File: src/rtl/tx_mod_pkg.sv
// Shared definitions for the Tx modulation chain: standard symbol orders,
// the order-field width helper and the default symbol FIFO entry layout.
package tx_mod_pkg;

    localparam int ORD_BPSK  = 1;
    localparam int ORD_QPSK  = 2;
    localparam int ORD_QAM16 = 4;
    localparam int ORD_QAM64 = 6;

    // Bits needed to hold an order value in the range 0..max_bits.
    function automatic int mo_w(input int max_bits);
        return $clog2(max_bits + 1);
    endfunction

    localparam int ENTRY_MAX_BITS = 6;

    // FIFO entry for the default 6-bit configuration; the packer stores the same
    // {order, word} layout as a flat vector so that it scales with MAX_BITS.
    typedef struct packed {
        logic [mo_w(ENTRY_MAX_BITS)-1:0] order;
        logic [ENTRY_MAX_BITS-1:0]       word;
    } sym_entry_t;

endpackage

File: src/rtl/sym_fifo.sv
// Show-ahead synchronous FIFO holding completed symbols; the head entry is
// visible combinationally whenever the FIFO is not empty.
module sym_fifo #(
    parameter  int WIDTH  = 9,
    parameter  int DEPTH  = 4,
    localparam int AW     = $clog2(DEPTH),
    localparam int FW     = $clog2(DEPTH + 1)
) (
    input  logic             clk,
    input  logic             rst,
    input  logic             push,
    input  logic [WIDTH-1:0] push_data,
    input  logic             pop,
    output logic [WIDTH-1:0] head,
    output logic             full,
    output logic             empty,
    output logic [FW-1:0]    fill
);

    logic [WIDTH-1:0] mem [DEPTH];
    logic [AW-1:0]    wr_ptr_q, wr_ptr_d;
    logic [AW-1:0]    rd_ptr_q, rd_ptr_d;
    logic [FW-1:0]    count_q, count_d;
    logic             push_ok, pop_ok;

    assign full    = (count_q == FW'(DEPTH));
    assign empty   = (count_q == '0);
    assign fill    = count_q;
    assign push_ok = push & ~full;
    assign pop_ok  = pop & ~empty;
    assign head    = mem[rd_ptr_q];

    always_comb begin
        wr_ptr_d = wr_ptr_q;
        rd_ptr_d = rd_ptr_q;
        count_d  = count_q;
        if (push_ok) begin
            wr_ptr_d = wr_ptr_q + AW'(1);
        end
        if (pop_ok) begin
            rd_ptr_d = rd_ptr_q + AW'(1);
        end
        if (push_ok && !pop_ok) begin
            count_d = count_q + FW'(1);
        end else if (pop_ok && !push_ok) begin
            count_d = count_q - FW'(1);
        end
    end

    always_ff @(posedge clk or posedge rst) begin
        if (rst) begin
            wr_ptr_q <= '0;
            rd_ptr_q <= '0;
            count_q  <= '0;
        end else begin
            wr_ptr_q <= wr_ptr_d;
            rd_ptr_q <= rd_ptr_d;
            count_q  <= count_d;
        end
    end

    // Storage carries no reset; emptiness alone decides what is visible.
    always_ff @(posedge clk) begin
        if (push_ok) begin
            mem[wr_ptr_q] <= push_data;
        end
    end

endmodule

File: src/rtl/symbol_packer.sv
// Serial-to-symbol packer: gathers accepted bits into symbols of a per-symbol
// latched order and queues {order, word} entries for the mapper.
module symbol_packer
    import tx_mod_pkg::*;
#(
    parameter  int MAX_BITS   = 6,
    parameter  int FIFO_DEPTH = 4,
    parameter  bit MSB_FIRST  = 1'b1,
    localparam int MO_W       = mo_w(MAX_BITS),
    localparam int FILL_W     = $clog2(FIFO_DEPTH + 1)
) (
    input  logic                clk,
    input  logic                rst,
    input  logic                ibit,
    input  logic                ival,
    output logic                oreq,
    input  logic [MO_W-1:0]     modOrder,
    input  logic                ireq,
    output logic                oval,
    output logic [MAX_BITS-1:0] obit,
    output logic [MO_W-1:0]     onbits,
    input  logic                flush,
    output logic                err_mode,
    output logic [FILL_W-1:0]   fill
);

    localparam int ENTRY_W = MO_W + MAX_BITS;

    logic [MO_W-1:0]     cnt_q, cnt_d;
    logic [MO_W-1:0]     cur_order_q, cur_order_d;
    logic [MAX_BITS-1:0] sr_q, sr_d;
    logic                err_q, err_d;

    logic [MO_W-1:0]     order_eff;
    logic [MAX_BITS-1:0] sr_base, word_next;
    logic                legal_in, mid_sym, accept, complete;
    logic                fifo_full, fifo_empty, fifo_pop;
    logic [ENTRY_W-1:0]  push_data, head;

    assign mid_sym   = (cnt_q != '0);
    assign legal_in  = (modOrder != '0) && (modOrder <= MO_W'(MAX_BITS));
    assign order_eff = mid_sym ? cur_order_q : modOrder;

    assign oreq      = ~fifo_full & (legal_in | mid_sym) & ~flush & ~rst;
    assign accept    = ival & oreq;
    assign complete  = accept && (cnt_q == order_eff - MO_W'(1));

    // A new symbol always starts from an all-zero word so unused high bits stay 0.
    assign sr_base   = mid_sym ? sr_q : '0;

    generate
        if (MSB_FIRST) begin : g_msb_first
            assign word_next = {sr_base[MAX_BITS-2:0], ibit};
        end else begin : g_lsb_first
            for (genvar gi = 0; gi < MAX_BITS; gi++) begin : g_bit
                assign word_next[gi] = sr_base[gi] | (ibit & (cnt_q == MO_W'(gi)));
            end
        end
    endgenerate

    assign push_data = {order_eff, word_next};

    always_comb begin
        cnt_d       = cnt_q;
        cur_order_d = cur_order_q;
        sr_d        = sr_q;
        err_d       = err_q;
        if (!mid_sym && !legal_in) begin
            err_d = 1'b1;
        end
        if (accept && !mid_sym) begin
            cur_order_d = modOrder;
        end
        if (flush || complete) begin
            cnt_d = '0;
            sr_d  = '0;
        end else if (accept) begin
            cnt_d = cnt_q + MO_W'(1);
            sr_d  = word_next;
        end
    end

    always_ff @(posedge clk or posedge rst) begin
        if (rst) begin
            cnt_q       <= '0;
            cur_order_q <= '0;
            sr_q        <= '0;
            err_q       <= 1'b0;
        end else begin
            cnt_q       <= cnt_d;
            cur_order_q <= cur_order_d;
            sr_q        <= sr_d;
            err_q       <= err_d;
        end
    end

    assign err_mode = err_q;
    assign oval     = ~fifo_empty;
    assign fifo_pop = oval & ireq;
    assign obit     = oval ? head[MAX_BITS-1:0] : '0;
    assign onbits   = oval ? head[ENTRY_W-1:MAX_BITS] : '0;

    sym_fifo #(
        .WIDTH (ENTRY_W),
        .DEPTH (FIFO_DEPTH)
    ) u_fifo (
        .clk       (clk),
        .rst       (rst),
        .push      (complete),
        .push_data (push_data),
        .pop       (fifo_pop),
        .head      (head),
        .full      (fifo_full),
        .empty     (fifo_empty),
        .fill      (fill)
    );

endmodule

File: config.mk
export PLATFORM = sky130hd
export DESIGN_NAME = symbol_packer
export DESIGN_NICKNAME = d
export VERILOG_FILES = /design/src/rtl/tx_mod_pkg.sv /design/src/rtl/sym_fifo.sv /design/src/rtl/symbol_packer.sv
export SDC_FILE = /design/constraint.sdc
export NUM_CORES = 1
export LEC_CHECK = 0
export ABC_AREA = 1
export ABC_CLOCK_PERIOD_IN_PS = 3950
export BUFFER_PORTS_ARGS = -buffer_cell sky130_fd_sc_hd__buf_4
export CAP_MARGIN = 20
export CELL_PAD_IN_SITES_DETAIL_PLACEMENT = 1
export CELL_PAD_IN_SITES_GLOBAL_PLACEMENT = 1
export CORE_MARGIN = 2
export CORE_UTILIZATION = 46
export DETAILED_ROUTE_END_ITERATION = 7
export PLACE_DENSITY = 0.76
export SLEW_MARGIN = 20
export SYNTH_ARGS = -nofsm -noshare
export SYNTH_HDL_FRONTEND = slang
export SYNTH_HIERARCHICAL = 1
export SYNTH_SLANG_ARGS = --single-unit
File: constraint.sdc
create_clock -name clk -period 3.95 [get_ports clk]
set_input_delay 0 -clock clk [delete_from_list [all_inputs] [get_ports clk]]
set_output_delay 0 -clock clk [all_outputs]
set_load 0.02 [all_outputs]
==> results by group, run 1 <==
Outcome
  • Outcome: finished clean

Global routing
  • Overall track demand over capacity in global routing: 0.1897
  • GR Overflow Total: 0
  • Global-route wire length before repair: 9.390 mm
  • Number of global-route vias before repair: 1961
  • Pin count of the biggest net entering global routing: 38
  • Initial antenna violation count: 0

Critical path
  • Data required time of the worst path: about 4200 ps
  • Worst stage delay on the critical path: 420 ps
  • Critical Path Fanout Max: 9
  • End of the worst register-to-register path: u_fifo/fill[2]$_DFFE_PP0P_
  • Number of buffer and inverter instances along the worst setup path: 6
  • Reg2reg setup slack: approximately 570 ps
  • Worst Reg2Reg Path Length in Cells: 22
  • Ordered cell list for the critical path: inv_1 -> ha_1 -> nand2_4 -> o21ai_2 -> inv_1 -> ha_1 -> inv_1 -> nand2_1 -> nand2_1 -> nand3_1 -> nand2_1 -> nand3_2 -> nor2_1 -> nand2_1 -> inv_1 -> ha_1 -> inv_1 -> fa_1 -> inv_1 -> nand2_1 -> nand4_1 -> nand2_1
  • Dominant delay contributor by cell family on the critical path: simple AND/OR/NAND/NOR gates
  • Startpoint Class: flop
  • Data arrival time of the critical path: about 3600 ps
  • Nature of the critical path endpoint: flop
  • Startpoint of the worst-slack reg-to-reg timing path: cnt_q[0]$_DFFE_PP0P_
  • Kind of critical path: flop to flop
  • Standard cell with the maximum stage delay on the critical path: sky130_fd_sc_hd__dfrtp_1

Final layout
  • Net count, final: 346
  • Share of the core filled with cells in the final layout: 0.5391
  • Most frequent standard cell in the layout excluding fill and tap cells: sky130_fd_sc_hd__nand2_1
  • Fraction of final layout cells sized beyond drive strength 1: 0.1489
  • Layout-stage area growth over the synthesis result: 14.13%
  • Commonest non-fill, non-tap cells in the layout: 70 x sky130_fd_sc_hd__nand2_1, 66 x sky130_fd_sc_hd__inv_1, 36 x sky130_fd_sc_hd__edfxtp_1
  • Post-Layout Cell Count: 404
  • Antenna diodes: 0

Routing
  • Remaining design rule violation count: 0
  • Routed wire length on met3: 123 µm
  • Drt first-iter violations: 60
  • Via count: 1974
  • Max layer used: met4
  • Wire length the detailed router placed on met1: 2.546 mm
  • Routed Wire Length: 5.599 mm
  • Antenna Nets Post-Route: 0
  • DR pass1 iterations: 4
  • Detailed-route wire length per cell: 13.86 µm
  • Total length of routed met2 wires: roughly 2.9 mm
  • Vias per std cell: ~5

Logic synthesis
  • Area fraction of the dominant cell type after synthesis: 0.3888
  • Distinct cells, synth: 25
  • Synthesized netlist cell count: 295
  • Number of warnings reported in the yosys synthesis log: 6
  • Flip-flop and latch count after synthesis: 55
  • Mean area per synthesized cell: 9.424 µm²
  • Post-Syn Nets: 313
  • Cell taking the most area after synthesis: sky130_fd_sc_hd__edfxtp_1
  • Synthesized cell area: 2780 µm²
  • Sequential-to-total area share from yosys stat: 0.5599
  • Area contributors post-synth: sky130_fd_sc_hd__edfxtp_1 39%, sky130_fd_sc_hd__dfrtp_1 17%, sky130_fd_sc_hd__nand2_1 9.5%

STA
  • Actual slew at the worst max-slew pin: 567.1 ps
  • RSZ-0062 raised after global routing: no
  • Total count of max-transition violations in the final report: 0
  • Final worst-path cycle share: 0.8564
  • Final period demand of the worst path: 3383 ps
  • Setup_tns: 0 ps
  • Upper clock frequency limit: 295.6 MHz
  • Final hold violations: 0
  • Headroom to the max-slew limit: 0.6214
  • Worst clock skew: 6.224 ps
  • Setup-violating endpoint count in the final report: 0
  • Worst-case setup margin in the final layout: around 570 ps

Place
  • Count of buffers inserted at the top-level ports: 23
  • GPL Wtd Cong: 0.7793
  • Setup slack at placement: 362.6 ps
  • Number of placed instances with taps included: 391
  • Post-DP HPWL: around 4.1 mm

Floorplan
  • Initial core utilization: 0.4724
  • Die ar.: 6681 µm²
  • Core Footprint: 5886 µm²
  • # IOs: 24
  • Horizontal extent of the die: 81.74 µm
  • Die height: 81.74 µm
  • Standard-cell rows: 28

Clocking
  • Clock transition at the registers of the reported paths: 100 ps
  • Maximum number of buffers from clock root to sink: 2
  • CTS tree: built
  • Post-CTS repair timing setup buffer count: 0
  • Root buffer selected by CTS: sky130_fd_sc_hd__clkbuf_8
  • CTS sink count: 55
  • CTS Buf Count: 5
  • H-tree depth: 2
  • Skew-Pair Late Insertion Delay: about 310 ps

Worst hold path
  • Class of the tightest hold or removal check: input pin to flop
  • WHS Path Cells: 5
  • Endpoint with the worst hold slack: u_fifo/rd_ptr_q[0]$_DFFE_PP0P_
  • Launch point of the worst hold path: ireq

Pwr
  • Leakage power summed over all cells: 1.550 nW
  • Worst ir drop on vdd: between 0.0002 and 0.0003 V
  • Power per Cell Area: between 500 and 600 nW/µm²

Run
  • Number of violations of the max-capacitance limit: 0
## kinds of logic (layout without fill, tap and decap cells)
logic type                 Yosys count  after routing  synth area share
DFF                                 55             55            0.5599
xor gates and xnor gates             3              3          0.009453
buffers and inverters               77            111            0.1143
adders and majority gates            9              9           0.04321
AOI/OAI and AO/OA                   24             24           0.06346
and+or+nand+nor                    127            127            0.2097
## layer usage
layer  up-vias  global-route usage
met3         5             0.03626
met1       946              0.2328
met4         0             0.05500
li1       1003                   -
met2        20              0.3390
met5         -                   0
## where the power goes
group	switching (W)	total, W	internal, W
Combinational	0.000467	0.000744	0.000277
Sequential	0.0000614	0.000722	0.000661
Clock	0.000184	0.000308	0.000124
Total	0.000713	0.00177	0.00106
## timing repair
action | 4_1_cts | 5_1_grt
endpoints found under the setup margin | 0 | 2
hold buffers | 5 | 0
endpoints found under the hold margin | 27 | 0
gates resized for setup | 0 | 2
## how the worst max path moves through the flow
stage | from | cells after the start | slack [ps] | endpoint
3_3_place_gp | cnt_q[0]$_DFFE_PP0P_ | 18 | 570 | u_fifo/fill[2]$_DFFE_PP0P_
2_1_floorplan | cnt_q[0]$_DFFE_PP0P_ | 18 | 830 | u_fifo/fill[2]$_DFFE_PP0P_
6_report | cnt_q[0]$_DFFE_PP0P_ | 22 | 570 | u_fifo/fill[2]$_DFFE_PP0P_
4_1_cts | cnt_q[0]$_DFFE_PP0P_ | 22 | 310 | u_fifo/fill[2]$_DFFE_PP0P_
5_1_grt | cnt_q[0]$_DFFE_PP0P_ | 23 | 110 | u_fifo/fill[2]$_DFFE_PP0P_
3_5_place_dp | cnt_q[0]$_DFFE_PP0P_ | 22 | 360 | u_fifo/fill[2]$_DFFE_PP0P_
## area by class of cell
type,count,area (µm²)
sequential,55,1556
inverter,71,271.5
multi-input combinational,163,909.6
tap,75,93.84
fill,682,2713
clock inverter,3,20.02
timing repair buffer,32,252.7
clock buffer,5,68.82
## tightest hold or removal path, cell delays in order
cell                      delay [ps]
sky130_fd_sc_hd__buf_4           110
sky130_fd_sc_hd__inv_1            40
sky130_fd_sc_hd__nor2_1           50
sky130_fd_sc_hd__nand3_1          80
sky130_fd_sc_hd__nand2_1          50
## registers in the layout, indices dropped and copies added, names as in the netlist
| register | cells |
|---|---|
| u_fifo/wr_ptr_q | 2 |
| err_mode | 1 |
| cur_order_q | 3 |
| u_fifo/mem | 36 |
| u_fifo/fill | 3 |
| sr_q | 5 |
| u_fifo/rd_ptr_q | 2 |
| cnt_q | 3 |
## metrics by stage
| stage | instance area, µm² | hold slack, ps | power [W] |
|---|---|---|---|
| after global placement | 3030 | -16.04 | 0.001456 |
| after detailed placement | 3030 | -10.16 | 0.001488 |
| after floorplan | 2780 | -196.6 | 0.001256 |
| final | 3173 | 58.82 | 0.001774 |
| after CTS | 3169 | 41.12 | 0.001798 |
| after global routing | 3173 | 82.92 | 0.001909 |
## synth_stat cells
cell type,instances
sky130_fd_sc_hd__buf_2,1
sky130_fd_sc_hd__buf_6,3
sky130_fd_sc_hd__clkbuf_1,2
sky130_fd_sc_hd__clkinv_1,1
sky130_fd_sc_hd__dfrtp_1,19
sky130_fd_sc_hd__edfxtp_1,36
sky130_fd_sc_hd__fa_1,1
sky130_fd_sc_hd__ha_1,8
sky130_fd_sc_hd__inv_1,66
sky130_fd_sc_hd__inv_2,2
sky130_fd_sc_hd__inv_4,2
sky130_fd_sc_hd__nand2_1,70
sky130_fd_sc_hd__nand2_4,3
sky130_fd_sc_hd__nand3_1,21
sky130_fd_sc_hd__nand3_2,2
sky130_fd_sc_hd__nand4_1,9
sky130_fd_sc_hd__nor2_1,20
sky130_fd_sc_hd__nor2_8,1
sky130_fd_sc_hd__nor3_2,1
sky130_fd_sc_hd__o211ai_1,18
sky130_fd_sc_hd__o21ai_0,2
sky130_fd_sc_hd__o21ai_1,1
sky130_fd_sc_hd__o21ai_2,3
sky130_fd_sc_hd__xnor2_1,1
sky130_fd_sc_hd__xor2_1,2
Note: power is estimated with default switching activity, not from simulation.
==> run 2, diff against run 1 <==
--- a/config.mk
+++ b/config.mk
@@ -5,14 +5,14 @@
 export SDC_FILE = /design/constraint.sdc
 export NUM_CORES = 1
 export LEC_CHECK = 0
-export ABC_AREA = 1
+export ABC_AREA = 0
 export ABC_CLOCK_PERIOD_IN_PS = 3950
 export BUFFER_PORTS_ARGS = -buffer_cell sky130_fd_sc_hd__buf_4
 export CAP_MARGIN = 20
 export CELL_PAD_IN_SITES_DETAIL_PLACEMENT = 1
 export CELL_PAD_IN_SITES_GLOBAL_PLACEMENT = 1
 export CORE_MARGIN = 2
-export CORE_UTILIZATION = 46
+export CORE_UTILIZATION = 49
 export DETAILED_ROUTE_END_ITERATION = 7
 export PLACE_DENSITY = 0.76
 export SLEW_MARGIN = 20
==> run 2 against run 1 <==
  * Synthesized cell count fell by 43%
  * Final cell count shrank 33%
  * Hold slack improved by 35 ps
  * Wire length is 18% lower
  * Via count down 28%
==> results by group, run 2 <==
Floorplan
  • Die ar.: 5789 µm²
  • Standard-cell rows: 26
  • Die height: 76.09 µm
  • Initial core utilization: 0.5017
  • # IOs: 24
  • Horizontal extent of the die: 76.09 µm
  • Core Footprint: around 5100 µm²

Logic synthesis
  • Synthesized netlist cell count: roughly 170
  • Mean area per synthesized cell: 15.07 µm²
  • Distinct cells, synth: 36
  • Most instantiated cells after synthesis: 36 x sky130_fd_sc_hd__edfxtp_1, 19 x sky130_fd_sc_hd__dfrtp_1, 13 x sky130_fd_sc_hd__nor2b_1
  • Primary FF master, synth: sky130_fd_sc_hd__edfxtp_1
  • Number of warnings reported in the yosys synthesis log: 6
  • Flip-flop and latch count after synthesis: 55
  • Dominant cell by count in the synthesized netlist: sky130_fd_sc_hd__edfxtp_1
  • Cell taking the most area after synthesis: sky130_fd_sc_hd__edfxtp_1
  • Area contributors post-synth: sky130_fd_sc_hd__edfxtp_1 42%, sky130_fd_sc_hd__dfrtp_1 19%, sky130_fd_sc_hd__mux4_2 8.0%
  • Sequential-to-total area share from yosys stat: 0.6113
  • Post-Syn Nets: 187
  • Synthesized cell area: 2546 µm²
  • Async S/R FF share, synth: 0.3455
  • Post-synth EDFFs: 36
  • Area fraction of the dominant cell type after synthesis: 0.4246

Routing
  • Total length of routed met2 wires: 2.409 mm
  • Drt first-iter violations: between 50 and 60
  • Vias per std cell: about 5.2
  • Remaining design rule violation count: 0
  • Wire length the detailed router placed on met1: around 2.0 mm
  • Routed Wire Length: 4.567 mm
  • Max layer used: met4
  • Routed wire length on met3: between 100 and 150 µm
  • Antenna Nets Post-Route: 0
  • DR pass1 iterations: 4
  • Detailed-route wire length per cell: 16.79 µm
  • Via count: 1418

STA
  • Total count of max-transition violations in the final report: 0
  • RSZ-0062 raised after global routing: no
  • Final hold violations: 0
  • Headroom to the max-slew limit: 0.5583
  • Setup_tns: 0 ps
  • Final period demand of the worst path: 3692 ps
  • Actual slew at the worst max-slew pin: 662.6 ps
  • Worst clock skew: 5.888 ps
  • Setup-violating endpoint count in the final report: 0
  • Final worst-path cycle share: 0.9347
  • Worst hold margin: 94.19 ps
  • Upper clock frequency limit: 270.9 MHz

Critical path
  • Critical Path Fanout Max: 7
  • Nature of the critical path endpoint: flop
  • Ordered cell list for the critical path: inv_1 -> ha_1 -> nor2b_1 -> mux2i_2 -> ha_1 -> xnor2_1 -> nor4_4 -> nor2b_2 -> ha_1 -> inv_1 -> fa_1 -> xor2_1 -> nor2_1 -> xor2_1
  • Number of buffer and inverter instances along the worst setup path: 2
  • Most Frequent Cell on Critical Path: sky130_fd_sc_hd__ha_1
  • Startpoint of the worst-slack reg-to-reg timing path: cnt_q[1]$_DFFE_PP0P_
  • Standard cell with the maximum stage delay on the critical path: sky130_fd_sc_hd__dfrtp_1
  • Worst stage delay on the critical path: about 450 ps
  • Dominant delay contributor by cell family on the critical path: adder cells
  • Worst Reg2Reg Path Length in Cells: 14
  • Reg2reg setup slack: 260 ps
  • End of the worst register-to-register path: u_fifo/fill[2]$_DFFE_PP0P_
  • Kind of critical path: flop to flop
  • Data required time of the worst path: around 4200 ps
  • Data arrival time of the critical path: 3920 ps
  • Startpoint Class: flop

Clocking
  • Clock transition at the registers of the reported paths: around 90 ps
  • Root buffer selected by CTS: sky130_fd_sc_hd__clkbuf_8
  • CTS Buf Count: 5
  • H-tree depth: 2
  • CTS tree: built
  • Skew-Pair Late Insertion Delay: 300 ps
  • CTS sink count: 55
  • Maximum number of buffers from clock root to sink: 2

Final layout
  • Largest registers: u_fifo/mem (36), sr_q (5)
  • Antenna diodes: 0
  • Most frequent standard cell in the layout excluding fill and tap cells: sky130_fd_sc_hd__edfxtp_1
  • Share of the core filled with cells in the final layout: 0.5772
  • Fraction of final layout cells sized beyond drive strength 1: 0.2822
  • Commonest non-fill, non-tap cells in the layout: 36 x sky130_fd_sc_hd__edfxtp_1, 25 x sky130_fd_sc_hd__buf_4, 19 x sky130_fd_sc_hd__dfrtp_1
  • Layout-stage area growth over the synthesis result: 15.04%
  • Post-route cell area: roughly 3000 µm²
  • Largest register FFs: 36
  • Most flop-heavy register: u_fifo/mem
  • Net count, final: 219

Global routing
  • Overall track demand over capacity in global routing: 0.1693
  • Initial antenna violation count: 0
  • Global-route wire length before repair: 7.479 mm
  • Number of global-route vias before repair: 1461
  • Pin count of the biggest net entering global routing: 17
  • GR Overflow Total: 0

Place
  • GPL Wtd Cong: 0.7176
  • Placed Area: 2775 µm²
  • Post-DP HPWL: roughly 3.4 mm
  • Count of buffers inserted at the top-level ports: 23

Pwr
  • Power per Cell Area: 564.2 nW/µm²
  • Worst ir drop on vdd: 0.0002437 V
  • Leakage power summed over all cells: 1.164 nW
  • Power, Total: 0.001652 W

Outcome
  • Outcome: finished clean

Worst hold path
  • WHS Path Cells: 4
  • Class of the tightest hold or removal check: input pin to flop
  • Launch point of the worst hold path: ival
  • Endpoint with the worst hold slack: cnt_q[2]$_DFFE_PP0P_

Run
  • Number of violations of the max-capacitance limit: 0
run 2: changes by cell type in the layout (fill, tap and decap cells not counted), sizes merged, moves of 7 or more:
| cell | before | now |
|---|---|---|
| and2 | 0 | 9 |
| inv | 70 | 10 |
| mux4 | 0 | 9 |
| nand2 | 73 | 7 |
| nand3 | 23 | 2 |
| nand4 | 9 | 0 |
| nor2 | 21 | 3 |
| nor2b | 0 | 14 |
| nor3 | 1 | 11 |
| o211ai | 18 | 0 |
| xnor2 | 1 | 8 |
run 2: worst max path at each step:
stage	from	endpoint	slack, ps	depth (start not counted)
2_1_floorplan	cnt_q[0]$_DFFE_PP0P_	u_fifo/fill[2]$_DFFE_PP0P_	500	15
3_5_place_dp	cnt_q[1]$_DFFE_PP0P_	u_fifo/fill[2]$_DFFE_PP0P_	280	14
4_1_cts	cnt_q[1]$_DFFE_PP0P_	u_fifo/fill[2]$_DFFE_PP0P_	250	14
6_report	cnt_q[1]$_DFFE_PP0P_	u_fifo/fill[2]$_DFFE_PP0P_	260	14
5_1_grt	cnt_q[0]$_DFFE_PP0P_	u_fifo/fill[2]$_DFFE_PP0P_	10	14
3_3_place_gp	cnt_q[0]$_DFFE_PP0P_	u_fifo/fill[2]$_DFFE_PP0P_	530	14
run 2: cell families after synthesis:
| logic type | Yosys count | synth area share |
|---|---|---|
| buffers and inverters | 16 | 0.03292 |
| muxes | 17 | 0.1165 |
| AOI/OAI and AO/OA | 7 | 0.01917 |
| DFF | 55 | 0.6113 |
| adders and majority gates | 9 | 0.04718 |
| xor gates and xnor gates | 10 | 0.03440 |
| and+or+nand+nor | 55 | 0.1386 |
run 2: through the flow:
| stage | std cells | setup WS [ps] |
|---|---|---|
| after floorplan | 169 | 498.7 |
| after global placement | 258 | 526.8 |
| after detailed placement | 258 | 279.4 |
| after CTS | 272 | 248.7 |
| after global routing | 272 | 11.34 |
| final | 272 | 258.1 |
run 2: repair_timing:
action                    4_1_cts  5_1_grt
setup buffers                   0        0
gates resized for setup         0        0
hold buffers                    6        0
hold endpoints to repair       34        0
run 2: where the power goes:
group | switching (W) | total (W) | leakage (nW) | internal, W
logic | 0.000261 | 0.000565 | 0.528 | 0.000305
registers | 0.000107 | 0.000776 | 0.590 | 0.000669
clock network | 0.000171 | 0.000311 | 0.0449 | 0.000140
total | 0.000539 | 0.00165 | 1.16 | 0.00111
run 2: worst register-to-register path: cells and delay by family (launching register included):
kind,cells,cell delay (ps)
and+or+nand+nor,4,1060
adders and majority gates,4,1100
muxes,1,360
xor gates and xnor gates,3,480
DFF,1,450
buffers and inverters,2,170
run 2: routing by layer:
metal  GRT usage  vias up
li1            -      663
met1      0.1914      726
met2      0.3134       21
met4     0.06000        0
met3     0.03910        8
met5           0        -
run 2: layout make-up:
| type | count | area [µm²] |
|---|---|---|
| Tap cell | 70 | 87.58 |
| Multi-Input combinational cell | 98 | 905.9 |
| Clock inverter | 2 | 11.26 |
| Inverter | 10 | 37.54 |
| Timing Repair Buffer | 31 | 247.7 |
| Fill cell | 519 | 2146 |
| Sequential cell | 55 | 1556 |
| Clock buffer | 6 | 82.58 |
==> run 3, diff against run 2 <==
--- a/config.mk
+++ b/config.mk
@@ -14,9 +14,9 @@
 export CORE_MARGIN = 2
 export CORE_UTILIZATION = 49
 export DETAILED_ROUTE_END_ITERATION = 7
+export MAX_ROUTING_LAYER = met4
 export PLACE_DENSITY = 0.76
 export SLEW_MARGIN = 20
 export SYNTH_ARGS = -nofsm -noshare
 export SYNTH_HDL_FRONTEND = slang
-export SYNTH_HIERARCHICAL = 1
 export SYNTH_SLANG_ARGS = --single-unit
==> run 3 against run 2 <==
  * Wire length increased by 9.0%
  * Count of clock-buffer cells in the layout decreased by 1
  * Sequential share of layout area decreased by 0.25 points
  * Highest routed layer unchanged
==> results by group, run 3 <==
STA
  • Worst clock skew: 4.019 ps
  • Upper clock frequency limit: between 200 and 300 MHz
  • Setup_tns: 0 ps
  • RSZ-0062 raised after global routing: no
  • Final hold violations: 0
  • Setup-violating endpoint count in the final report: 0
  • Headroom to the max-slew limit: 0.4713
  • Worst hold margin: 110.2 ps
  • Final period demand of the worst path: about 3500 ps
  • Final worst-path cycle share: 0.8931
  • Actual slew at the worst max-slew pin: between 700 and 800 ps
  • Total count of max-transition violations in the final report: 0

Floorplan
  • Horizontal extent of the die: 75.87 µm
  • # IOs: 24
  • Die ar.: 5756 µm²
  • Core Footprint: between 5000 and 6000 µm²
  • Die height: 75.87 µm
  • Standard-cell rows: 26
  • Initial core utilization: 0.5020

Routing
  • Drt first-iter violations: 63
  • Vias per std cell: 5.301
  • Remaining design rule violation count: 0
  • Detailed-route wire length per cell: 18.30 µm
  • Routed Wire Length: 4.977 mm
  • Antenna Nets Post-Route: 0
  • Via count: 1442
  • DR pass1 iterations: 4

Worst hold path
  • Class of the tightest hold or removal check: input pin to flop

Place
  • Post-DP HPWL: 3.566 mm
  • Count of buffers inserted at the top-level ports: 23
  • GPL Wtd Cong: approximately 0.85

Logic synthesis
  • Synthesized netlist cell count: 170
  • Area contributors post-synth: sky130_fd_sc_hd__edfxtp_1 43%, sky130_fd_sc_hd__dfrtp_1 19%, sky130_fd_sc_hd__mux4_2 8.0%
  • Flip-flop and latch count after synthesis: 55
  • Sequential-to-total area share from yosys stat: 0.6149
  • Primary FF master, synth: sky130_fd_sc_hd__edfxtp_1
  • Distinct cells, synth: 33
  • Async S/R FF share, synth: 0.3455
  • Most instantiated cells after synthesis: 36 x sky130_fd_sc_hd__edfxtp_1, 19 x sky130_fd_sc_hd__dfrtp_1, 18 x sky130_fd_sc_hd__and2_1
  • Dominant cell by count in the synthesized netlist: sky130_fd_sc_hd__edfxtp_1
  • Area fraction of the dominant cell type after synthesis: 0.4271
  • Synthesized cell area: roughly 2500 µm²
  • Number of warnings reported in the yosys synthesis log: 0
  • Post-Syn Nets: approximately 190
  • Cell taking the most area after synthesis: sky130_fd_sc_hd__edfxtp_1
  • Mean area per synthesized cell: 14.89 µm²
  • Post-synth EDFFs: 36

Clocking
  • CTS sink count: between 50 and 60
  • CTS tree: built
  • H-tree depth: 2
  • Post-CTS repair timing setup buffer count: 0
  • Maximum number of buffers from clock root to sink: 2
  • Hold bufs inserted after CTS: 7
  • Clock transition at the registers of the reported paths: approximately 90 ps
  • # resized after CTS: 0
  • CTS Buf Count: 5
  • Skew-Pair Late Insertion Delay: 310 ps
  • Root buffer selected by CTS: sky130_fd_sc_hd__clkbuf_8

Global routing
  • Initial antenna violation count: 0
  • Overall track demand over capacity in global routing: 0.2000
  • GR Overflow Total: 0
  • Number of global-route vias before repair: 1526
  • Global-route wire length before repair: 7.783 mm
  • Pin count of the biggest net entering global routing: 20

Final layout
  • Most flop-heavy register: u_fifo.mem
  • Largest registers: u_fifo.mem (36), sr_q (5)
  • Total area of multi-input combinational cells: 914.6 µm²
  • Filler Cells Inserted: between 400 and 500
  • Commonest non-fill, non-tap cells in the layout: 36 x sky130_fd_sc_hd__edfxtp_1, 23 x sky130_fd_sc_hd__buf_4, 19 x sky130_fd_sc_hd__dfrtp_1
  • Layout-stage area growth over the synthesis result: 16.26%
  • Net count, final: between 200 and 250
  • Most frequent standard cell in the layout excluding fill and tap cells: sky130_fd_sc_hd__edfxtp_1
  • Largest register FFs: 36
  • Sequential standard cell area: 1556 µm²
  • Fraction of final layout cells sized beyond drive strength 1: 0.2624
  • Antenna diodes: 0

Critical path
  • Kind of critical path: flop to flop
  • Standard cell with the maximum stage delay on the critical path: sky130_fd_sc_hd__nor4_4
  • Critical Path Fanout Max: 8
  • Startpoint Class: flop
  • Data arrival time of the critical path: 3760 ps
  • Ordered cell list for the critical path: inv_1 -> ha_1 -> nor2b_4 -> mux2_2 -> inv_1 -> ha_1 -> xnor2_1 -> nor4_4 -> ha_1 -> inv_1 -> fa_1 -> xor2_1 -> nor2_1 -> xnor2_1
  • Data required time of the worst path: about 4200 ps
  • Nature of the critical path endpoint: flop
  • Worst stage delay on the critical path: ~430 ps

Pwr
  • Worst ir drop on vdd: roughly 0.00037 V
  • Leakage power summed over all cells: 1.082 nW
  • Power per Cell Area: around 580 nW/µm²

Run
  • Number of violations of the max-capacitance limit: 0

Outcome
  • Outcome: finished clean
==> run 3: changes by cell type in the layout (fill, tap and decap cells not counted), sizes merged, moves of 2 or more <==
cell,change
nor2,+2
buf,-2
or3b,+7
nor2b,-13
nand2,+4
a21oi,+6
a22oi,-4
nor3,-10
and2,+9
mux2i,-2
==> run 3: report_power, final <==
group / leakage (nW) / internal, W / switching, W / total, W
Combinational: 0.486 / 0.000303 / 0.000281 / 0.000584
Sequential: 0.541 / 0.000669 / 0.000101 / 0.000770
Clock: 0.0556 / 0.000186 / 0.000175 / 0.000361
Total: 1.08 / 0.00116 / 0.000556 / 0.00171
==> run 3: cell type report <==
class / count / area share
sequential: 55 / 0.5289
multi-input combinational: 100 / 0.3108
timing repair buffer: 30 / 0.08248
tap: 70 / 0.02976
clock buffer: 5 / 0.02338
clock inverter: 3 / 0.01318
inverter: 9 / 0.01148
==> run 3: layer usage <==
layer,GRT usage,vias to the layer above,routed length [µm]
met5,-,-,0
met4,0.06433,0,74
met3,0.03968,6,133
met2,0.3592,23,2754
met1,0.2215,741,2015
li1,-,672,-
==> run 3: kinds of logic after synthesis <==
logic type | count (synthesis) | synth area share
compound gates | 13 | 0.03312
buf+inv | 15 | 0.02372
mux | 16 | 0.1122
xor+xnor | 9 | 0.03411
simple gates | 53 | 0.1345
flops | 55 | 0.6149
fa+ha+maj | 9 | 0.04746
==> run 3: worst max-delay path: cells and delay by family (launching register included) <==
| family | cells | cell delay, ps |
|---|---|---|
| DFF | 1 | 420 |
| muxes | 1 | 410 |
| buffers and inverters | 3 | 260 |
| xor gates and xnor gates | 3 | 490 |
| and+or+nand+nor | 3 | 790 |
| adders and majority gates | 4 | 1080 |
==> run 3: worst paths after layout <==
| check | start | end | cells after the start | slack, ps |
|---|---|---|---|---|
| min in group asynchronous | rst | err_mode$_DFFE_PP0P_ | 3 | 400 |
| hold reg to reg | err_mode$_DFFE_PP0P_ | err_mode$_DFFE_PP0P_ | 1 | 510 |
| max in group asynchronous | rst | sr_q[1]$_DFFE_PP0P_ | 3 | 3060 |
| hold / removal | ival | cnt_q[2]$_DFFE_PP0P_ | 4 | 110 |
| setup reg to reg | cnt_q[0]$_DFFE_PP0P_ | u_fifo.fill[2]$_DFFE_PP0P_ | 14 | 420 |
| setup / recovery | cnt_q[0]$_DFFE_PP0P_ | u_fifo.fill[2]$_DFFE_PP0P_ | 14 | 420 |
==> run 3: through the flow <==
| stage | instances | area, µm² | power [W] | worst slack, ps | util |
|---|---|---|---|---|---|
| 2_1_floorplan | 170 | 2531 | 0.001155 | 787.6 | - |
| 3_3_place_gp | 257 | 2765 | 0.001341 | 632.5 | 0.5484 |
| 3_5_place_dp | 257 | 2765 | 0.001373 | 413.2 | 0.5484 |
| 4_1_cts | 272 | 2943 | 0.001738 | 390.1 | 0.5836 |
| 5_1_grt | 272 | 2943 | 0.001813 | 150.6 | 0.5836 |
| 6_report | 272 | 2943 | 0.001714 | 422.4 | 0.5836 |
